$ cat config.mk
export PLATFORM = sky130hd
export DESIGN_NAME = hazard_unit_mc
export DESIGN_NICKNAME = d
export VERILOG_FILES = /design/src/rtl/hazard_unit_mc.sv
export SDC_FILE = /design/constraint.sdc
export NUM_CORES = 1
export LEC_CHECK = 0
export CAP_MARGIN = 20
export CORE_UTILIZATION = 39
export CTS_CLUSTER_SIZE = 16
export DETAILED_ROUTE_END_ITERATION = 7
export GPL_ROUTABILITY_DRIVEN = 0
export PLACE_DENSITY = 0.95
export SKIP_LAST_GASP = 1
export SYNTH_ARGS = -nofsm -noshare
export SYNTH_HDL_FRONTEND = slang
export SYNTH_SLANG_ARGS = --single-unit
$ cat constraint.sdc
create_clock -name clk_i -period 6.2 [get_ports clk_i]
set_clock_uncertainty 0.1 [all_clocks]
set_input_delay 0.93 -clock clk_i [delete_from_list [all_inputs] [get_ports clk_i]]
set_output_delay 0.93 -clock clk_i [all_outputs]
set_load 0.03 [all_outputs]
$ cat src/rtl/hazard_unit_mc.sv
// hazard_unit_mc: EX forwarding selects, stall/flush control and stall-cycle counter for a 5-stage RV32 pipeline
module hazard_unit_mc #(
  parameter int REG_AW  = 5,
  parameter int DIV_LAT = 4,
  parameter int PERF_W  = 32
) (
  input  logic              clk_i,
  input  logic              rst_i,
  input  logic              RegWEn_mem_i,
  input  logic              RegWEn_wb_i,
  input  logic [31:0]       inst_ex_i,
  input  logic [31:0]       inst_mem_i,
  input  logic [31:0]       inst_wb_i,
  input  logic [1:0]        PC_taken_i,
  input  logic              dmem_ready_i,
  output logic [1:0]        Asel_o,
  output logic [1:0]        Bsel_o,
  output logic              Stall_IF,
  output logic              Stall_ID,
  output logic              Stall_EX,
  output logic              Stall_MEM,
  output logic              Stall_WB,
  output logic              Flush_ID,
  output logic              Flush_EX,
  output logic              Flush_MEM,
  output logic              Flush_WB,
  output logic              div_busy_o,
  output logic [PERF_W-1:0] stall_cnt_o
);
  localparam int CW = DIV_LAT > 2 ? $clog2(DIV_LAT) : 1;
  localparam logic [CW-1:0] CNT_INIT = CW'(DIV_LAT > 1 ? DIV_LAT - 2 : 0);
  localparam logic DIV_EN = DIV_LAT > 1;
  typedef enum logic {RUN, DIV} state_t;
  state_t r_state, w_state_nxt;
  logic [CW-1:0] r_cnt, w_cnt_nxt;
  logic [PERF_W-1:0] r_stall_cnt;
  logic [REG_AW-1:0] w_rs1_ex, w_rs2_ex, w_rd_mem, w_rd_wb;
  logic [1:0] w_asel, w_bsel;
  logic w_mem_hit1, w_mem_hit2, w_wb_hit1, w_wb_hit2;
  logic w_is_load, w_is_store, w_mem_wait, w_lw_stall, w_is_div, w_div_stall, w_redirect, w_stall;
  logic w_unused;
  assign w_rs1_ex   = inst_ex_i[15+:REG_AW];
  assign w_rs2_ex   = inst_ex_i[20+:REG_AW];
  assign w_rd_mem   = inst_mem_i[7+:REG_AW];
  assign w_rd_wb    = inst_wb_i[7+:REG_AW];
  assign w_unused   = ^{inst_ex_i, inst_mem_i, inst_wb_i};
  assign w_mem_hit1 = RegWEn_mem_i && w_rd_mem != '0 && w_rs1_ex == w_rd_mem;
  assign w_mem_hit2 = RegWEn_mem_i && w_rd_mem != '0 && w_rs2_ex == w_rd_mem;
  assign w_wb_hit1  = RegWEn_wb_i && w_rd_wb != '0 && w_rs1_ex == w_rd_wb;
  assign w_wb_hit2  = RegWEn_wb_i && w_rd_wb != '0 && w_rs2_ex == w_rd_wb;
  assign w_asel     = w_mem_hit1 ? 2'b01 : w_wb_hit1 ? 2'b10 : 2'b00;
  assign w_bsel     = w_mem_hit2 ? 2'b01 : w_wb_hit2 ? 2'b10 : 2'b00;
  assign w_is_load  = inst_mem_i[6:0] == 7'b0000011;
  assign w_is_store = inst_mem_i[6:0] == 7'b0100011;
  assign w_mem_wait = ~dmem_ready_i & (w_is_load | w_is_store);
  assign w_lw_stall = w_is_load & (w_mem_hit1 | w_mem_hit2) & ~w_mem_wait;
  assign w_is_div   = inst_ex_i[6:0] == 7'b0110011 && inst_ex_i[31:25] == 7'b0000001 && inst_ex_i[14];
  assign w_div_stall = r_state == RUN ? (w_is_div & DIV_EN & ~w_mem_wait & ~w_lw_stall) : (r_cnt != '0);
  assign w_redirect = (PC_taken_i == 2'b01 || PC_taken_i == 2'b10) & ~w_mem_wait & ~w_lw_stall & ~w_div_stall;
  assign w_stall    = w_mem_wait | w_lw_stall | w_div_stall;
  // Every output is held low while reset is asserted, forwarding selects included.
  assign Asel_o      = rst_i ? 2'b00 : w_asel;
  assign Bsel_o      = rst_i ? 2'b00 : w_bsel;
  assign Stall_IF    = ~rst_i & w_stall;
  assign Stall_ID    = ~rst_i & w_stall;
  assign Stall_EX    = ~rst_i & w_stall;
  assign Stall_MEM   = ~rst_i & w_mem_wait;
  assign Stall_WB    = 1'b0;
  assign Flush_ID    = ~rst_i & w_redirect;
  assign Flush_EX    = ~rst_i & w_redirect;
  assign Flush_MEM   = ~rst_i & (w_lw_stall | w_div_stall) & ~w_mem_wait;
  assign Flush_WB    = ~rst_i & w_mem_wait;
  assign div_busy_o  = ~rst_i & r_state == DIV & r_cnt != '0;
  assign stall_cnt_o = r_stall_cnt;
  always_comb begin
    w_state_nxt = r_state;
    w_cnt_nxt   = r_cnt;
    if (r_state == RUN) begin
      if (w_div_stall) begin
        w_state_nxt = DIV;
        w_cnt_nxt   = CNT_INIT;
      end
    end else if (!w_mem_wait) begin
      if (r_cnt != '0) w_cnt_nxt = r_cnt - 1'b1;
      else w_state_nxt = RUN;
    end
  end
  always_ff @(posedge clk_i or posedge rst_i) begin
    if (rst_i) begin
      r_state     <= RUN;
      r_cnt       <= '0;
      r_stall_cnt <= '0;
    end else begin
      r_state <= w_state_nxt;
      r_cnt   <= w_cnt_nxt;
      if (Stall_IF && !(&r_stall_cnt)) r_stall_cnt <= r_stall_cnt + 1'b1;
    end
  end
endmodule

# Word-level counts from Yosys, hierarchy flattened
# Index checks and enable logic that the tools add are counted.
# word_totals
ff_bits,35
in_bits,103
out_inout_bits,46
# op_classes
addsub,2
n_eq_ne,12
n_mux,15
bitwise,25
n_reduce_logical,17
# ops
operator,n
$add 32x1->32 const B,1
$reduce_and 32->1,1
$eq 5x5->1,4
$mux 2,10
$and 1x1->1,15
$eq 7x6->1 const B,2
$reduce_bool 5->1,2
$logic_and 1x1->1,9
$eq 7x1->1 const B,1
$eq 7x2->1 const B,1
$mux 1,5
$not 1->1,5
$or 1x1->1,5
$reduce_bool 2->1,2
$reduce_and 3->1,1
$eq 2x1->1 const B,1
$eq 2x2->1 const B,1
$ne 2x1->1 const B,1
$ne 2x2->1 const B,1
$sub 2x1->2 const B,1
$logic_not 1->1,1
$logic_or 1x1->1,1

# Longest topological paths before layout
# logic_depth
word_depth,12
mapped_depth,9
mapped_depth_nobuf,8

# Worst setup path after synthesis
# Ideal clock, no wire load.
# synth_timing
path_kind,input-to-output
from,input rst_i
to,output Asel_o[1]
arrival_time_ns,3.337
setup_slack_ns,1.833
stages,4
path_cell_list,inv_1 > o211ai_1 > or4_1 > nor4_1
# synth_via
elab_chain_cells,1
# synth_rtl
item,line,source
from (decl),8,"input logic rst_i,"
$mux 2,62,assign Asel_o = rst_i ? 2'b00 : w_asel;
to (decl),16,"output logic [1:0] Asel_o,"
# Every way passes these cells.

# Final worst setup path
# layout_timing
from,input inst_mem_i[8]
to,output Stall_ID
# layout_via
elab_chain_cells,11
# layout_rtl
item,line,source
from (decl),12,"input logic [31:0] inst_mem_i,"
$reduce_bool 5->1,"47, 48",
$logic_and 1x1->1,"47, 48",
$logic_and 1x1->1 (on tied branches),"47, 48",
$or 1x1->1 (*),56,assign w_lw_stall = w_is_load & (w_mem_hit1 | w_mem_hit2) & ~w_mem_wait;
$and 1x1->1 (*) (2 in series),56,
$not 1->1,58,assign w_div_stall = r_state == RUN ? (w_is_div & DIV_EN & ~w_mem_wait & ~w_lw_stall) : (r_cnt != '0);
$and 1x1->1,58,
$mux 1,58,
$or 1x1->1 (*),60,assign w_stall = w_mem_wait | w_lw_stall | w_div_stall;
$and 1x1->1 (*),65,assign Stall_ID = ~rst_i & w_stall;
to (decl),19,"output logic Stall_ID,"
# Every way passes the cells marked *; elsewhere a longest branch is shown, timed or not.

==> out/metrics.csv <==
metric,value,unit
status,completed,
post-route cell area,3280,µm²
DR vias/cell,5.30,
Worst-Skew Late Latency,0.29,ns
"FFs w/ async S/R, synth",100,%
"Top FF cell, synth",dfrtp_1,
Area Overhead vs Synth,49.0,%
Post-Syn Area,2200,µm²
final std cells w/o fill,391,
sequential area share after synthesis,39.8,%
die width,77.1,µm
leakage,1.27,nW
clk sinks,35,
largest net degree at the start of global routing,37,
CTS Hold Bufs,0,
Rows,26,
Post-synth EDFFs,0,
most used routing layer,met2,
total grt overflow,0,
grt met2 use,35.9,%
Clock Pin Slew Worst Setup and Hold Paths,0.07,ns
crit-path max FO,18,
CTS tree,done,
fin. max-slew vios,0,
initial antenna violation count,0,
first-pass GRT wire length,9.96,mm
critical path arrival,3.85,ns
slew margin rel.,36.9,%
vias in the first global route,2080,
critical path class,input pin to primary output,
"top cells by area, synth","dfrtp_1 (40%), xor2_1 (12%), xnor2_1 (8.4%)",
Synth Net Count,333,
top-area cell type share of the netlist area,39.8,%
port bufs,93,
post-CTS setup buffers,0,
Final nets,425,
"Top cell by count, worst path",clkdlybuf4s50_1,
share of cells above drive strength 1,7.79,%
DP Area,3160,µm²
Crit. End Element,primary output,
Yosys top cell by area,dfrtp_1,
RSZ-0062 raised after global routing,no,
"Distinct cells, synth",40,
"critical path, cell by cell",clkdlybuf4s50_1 -> or4_1 -> o21ai_1 -> a2111o_1 -> a31o_2 -> inv_2 -> clkdlybuf4s50_1,
Worst path max stage delay,0.67,ns
"Core Util, Final",62.2,%
CP Launch Type,input pin,
final setup fails,0,
die footprint,5940,µm²
initial core utilization,41.7,%
Synthesis Warnings,0,
Die H,77.1,µm
Clock Path Buffers,2,
CP Data Required Time,5.17,ns
Gate Count Post-Synth,228,
Worst Hold Class,register to register,
Max Cap Viol,0,
Core ar.,5270,µm²
post-DP HPWL,4.68,mm
Global Route Usage Sum,21.3,%
P per Cell Area,195,nW/µm²
CTS Buf Count,5,
# placed instances,383,
WL final,6.04,mm
Final Hold Fails,0,
fin crit period,4.88,ns
CTS root buf,clkbuf_8,
Commonest cells post-synth,"dfrtp_1 (35), xor2_1 (30), xnor2_1 (21)",
DRT antenna net count,0,
H-tree depth,2,
I/O pin count,149,
VDD IR-drop max,0.166,mV
met3 GRT Util,4.52,%
Setup TNS Final,0,ns
post_cts resized,0,
ANT cells,0,
Tcrit/Tclk final,78.7,%
DRC viols,0,
"Buf+Inv Stages, Crit Path",3,
max frequency,0.205,GHz
WL/cell,15.5,µm
Fillers,452,
Avg Inst Size Synth,9.65,µm²
most numerous cell in the Yosys netlist,dfrtp_1,
Yosys reg bits,35,
CP top delay family,buffers and inverters,
Pre-antenna DRT Iters,4,
slowest cell on the critical path,clkdlybuf4s50_1,
1st-iter DRT viols,140,
vias,2074,
total power,0.638,mW
Worst-Margin Slew,0.942,ns
grt met1 use,26.7,%
-- flip-flops by register name, summed over array words and instances (netlist names) --
| register | count |
|---|---|
| r_state | 1 |
| stall_cnt_o | 32 |
| r_cnt | 2 |
-- cells by family (layout without fill, tap and decap cells) --
logic type / Yosys count / after routing / synth area share, %
adders and majority gates: 2 / 2 / 1.14
buffers and inverters: 15 / 108 / 3.98
other: 1 / 1 / 0.170
xor gates and xnor gates: 51 / 51 / 20.3
AOI/OAI and AO/OA: 9 / 9 / 3.41
DFF: 35 / 35 / 39.8
and+or+nand+nor: 112 / 112 / 29.7
muxes: 3 / 3 / 1.48
-- worst paths after layout --
path                                  from         endpoint  slack (ns)  cells past startpoint
min in group asynchronous            rst_i   stall_cnt_o[0]        1.20                      3
setup reg to reg            stall_cnt_o[0]   stall_cnt_o[4]        3.49                      7
setup / recovery             inst_mem_i[8]         Stall_ID        1.32                      7
hold reg to reg            stall_cnt_o[19]  stall_cnt_o[19]        0.40                      1
max in group asynchronous            rst_i  stall_cnt_o[20]        4.47                      3
hold / removal             stall_cnt_o[19]  stall_cnt_o[19]        0.40                      1
-- cell usage in the layout (no fill, tap or decap), drive strengths merged, types with 6 or more instances in the layout --
cell / n
clkdlybuf4s50: 93
nand4: 19
nand3: 18
nor2: 20
and3: 6
nor4: 9
xnor2: 21
dfrtp: 35
nand2: 14
inv: 6
xor2: 30
clkbuf: 6
nor3: 11
-- worst reg2reg max path, cell delays in order (launching register included) --
cell and delay (ns):
dfrtp_1 0.40, ha_1 0.21, nand4_1 0.16, nor3_1 0.29, nand2_1 0.26, nor2_1 0.79, nor4b_1 0.18, xor2_1 0.19
-- per-stage QoR --
stage | hold WS (ns) | setup slack [ns]
after global routing | 0.426 | 1.15
after detailed placement | 0.388 | 1.36
after floorplan | 0.404 | 1.83
after global placement | 0.383 | 1.39
final | 0.396 | 1.32
after CTS | 0.400 | 1.33
-- routing by layer --
layer,share of wire [%],vias up
met3,5.1,13
met1,43,1010
li1,-,995
met2,50,56
met5,0,-
met4,1.9,0
-- cell type report --
class                   count  area [µm²]  share of cell area [%]
clock buffers               6        82.6                    2.52
clock inverters             2        35.0                    1.07
inverters                   6        22.5                   0.687
multi-input cells         178        1240                    37.7
flip-flops and latches     35         876                    26.7
well taps                  70        87.6                    2.67
repair buffers             94         938                    28.6
-- power breakdown --
group	switching, mW	internal [mW]
registers	0.0200	0.248
clock network	0.0846	0.130
logic	0.0766	0.0791
total	0.181	0.457
Note: power is estimated with default switching activity, not from simulation.
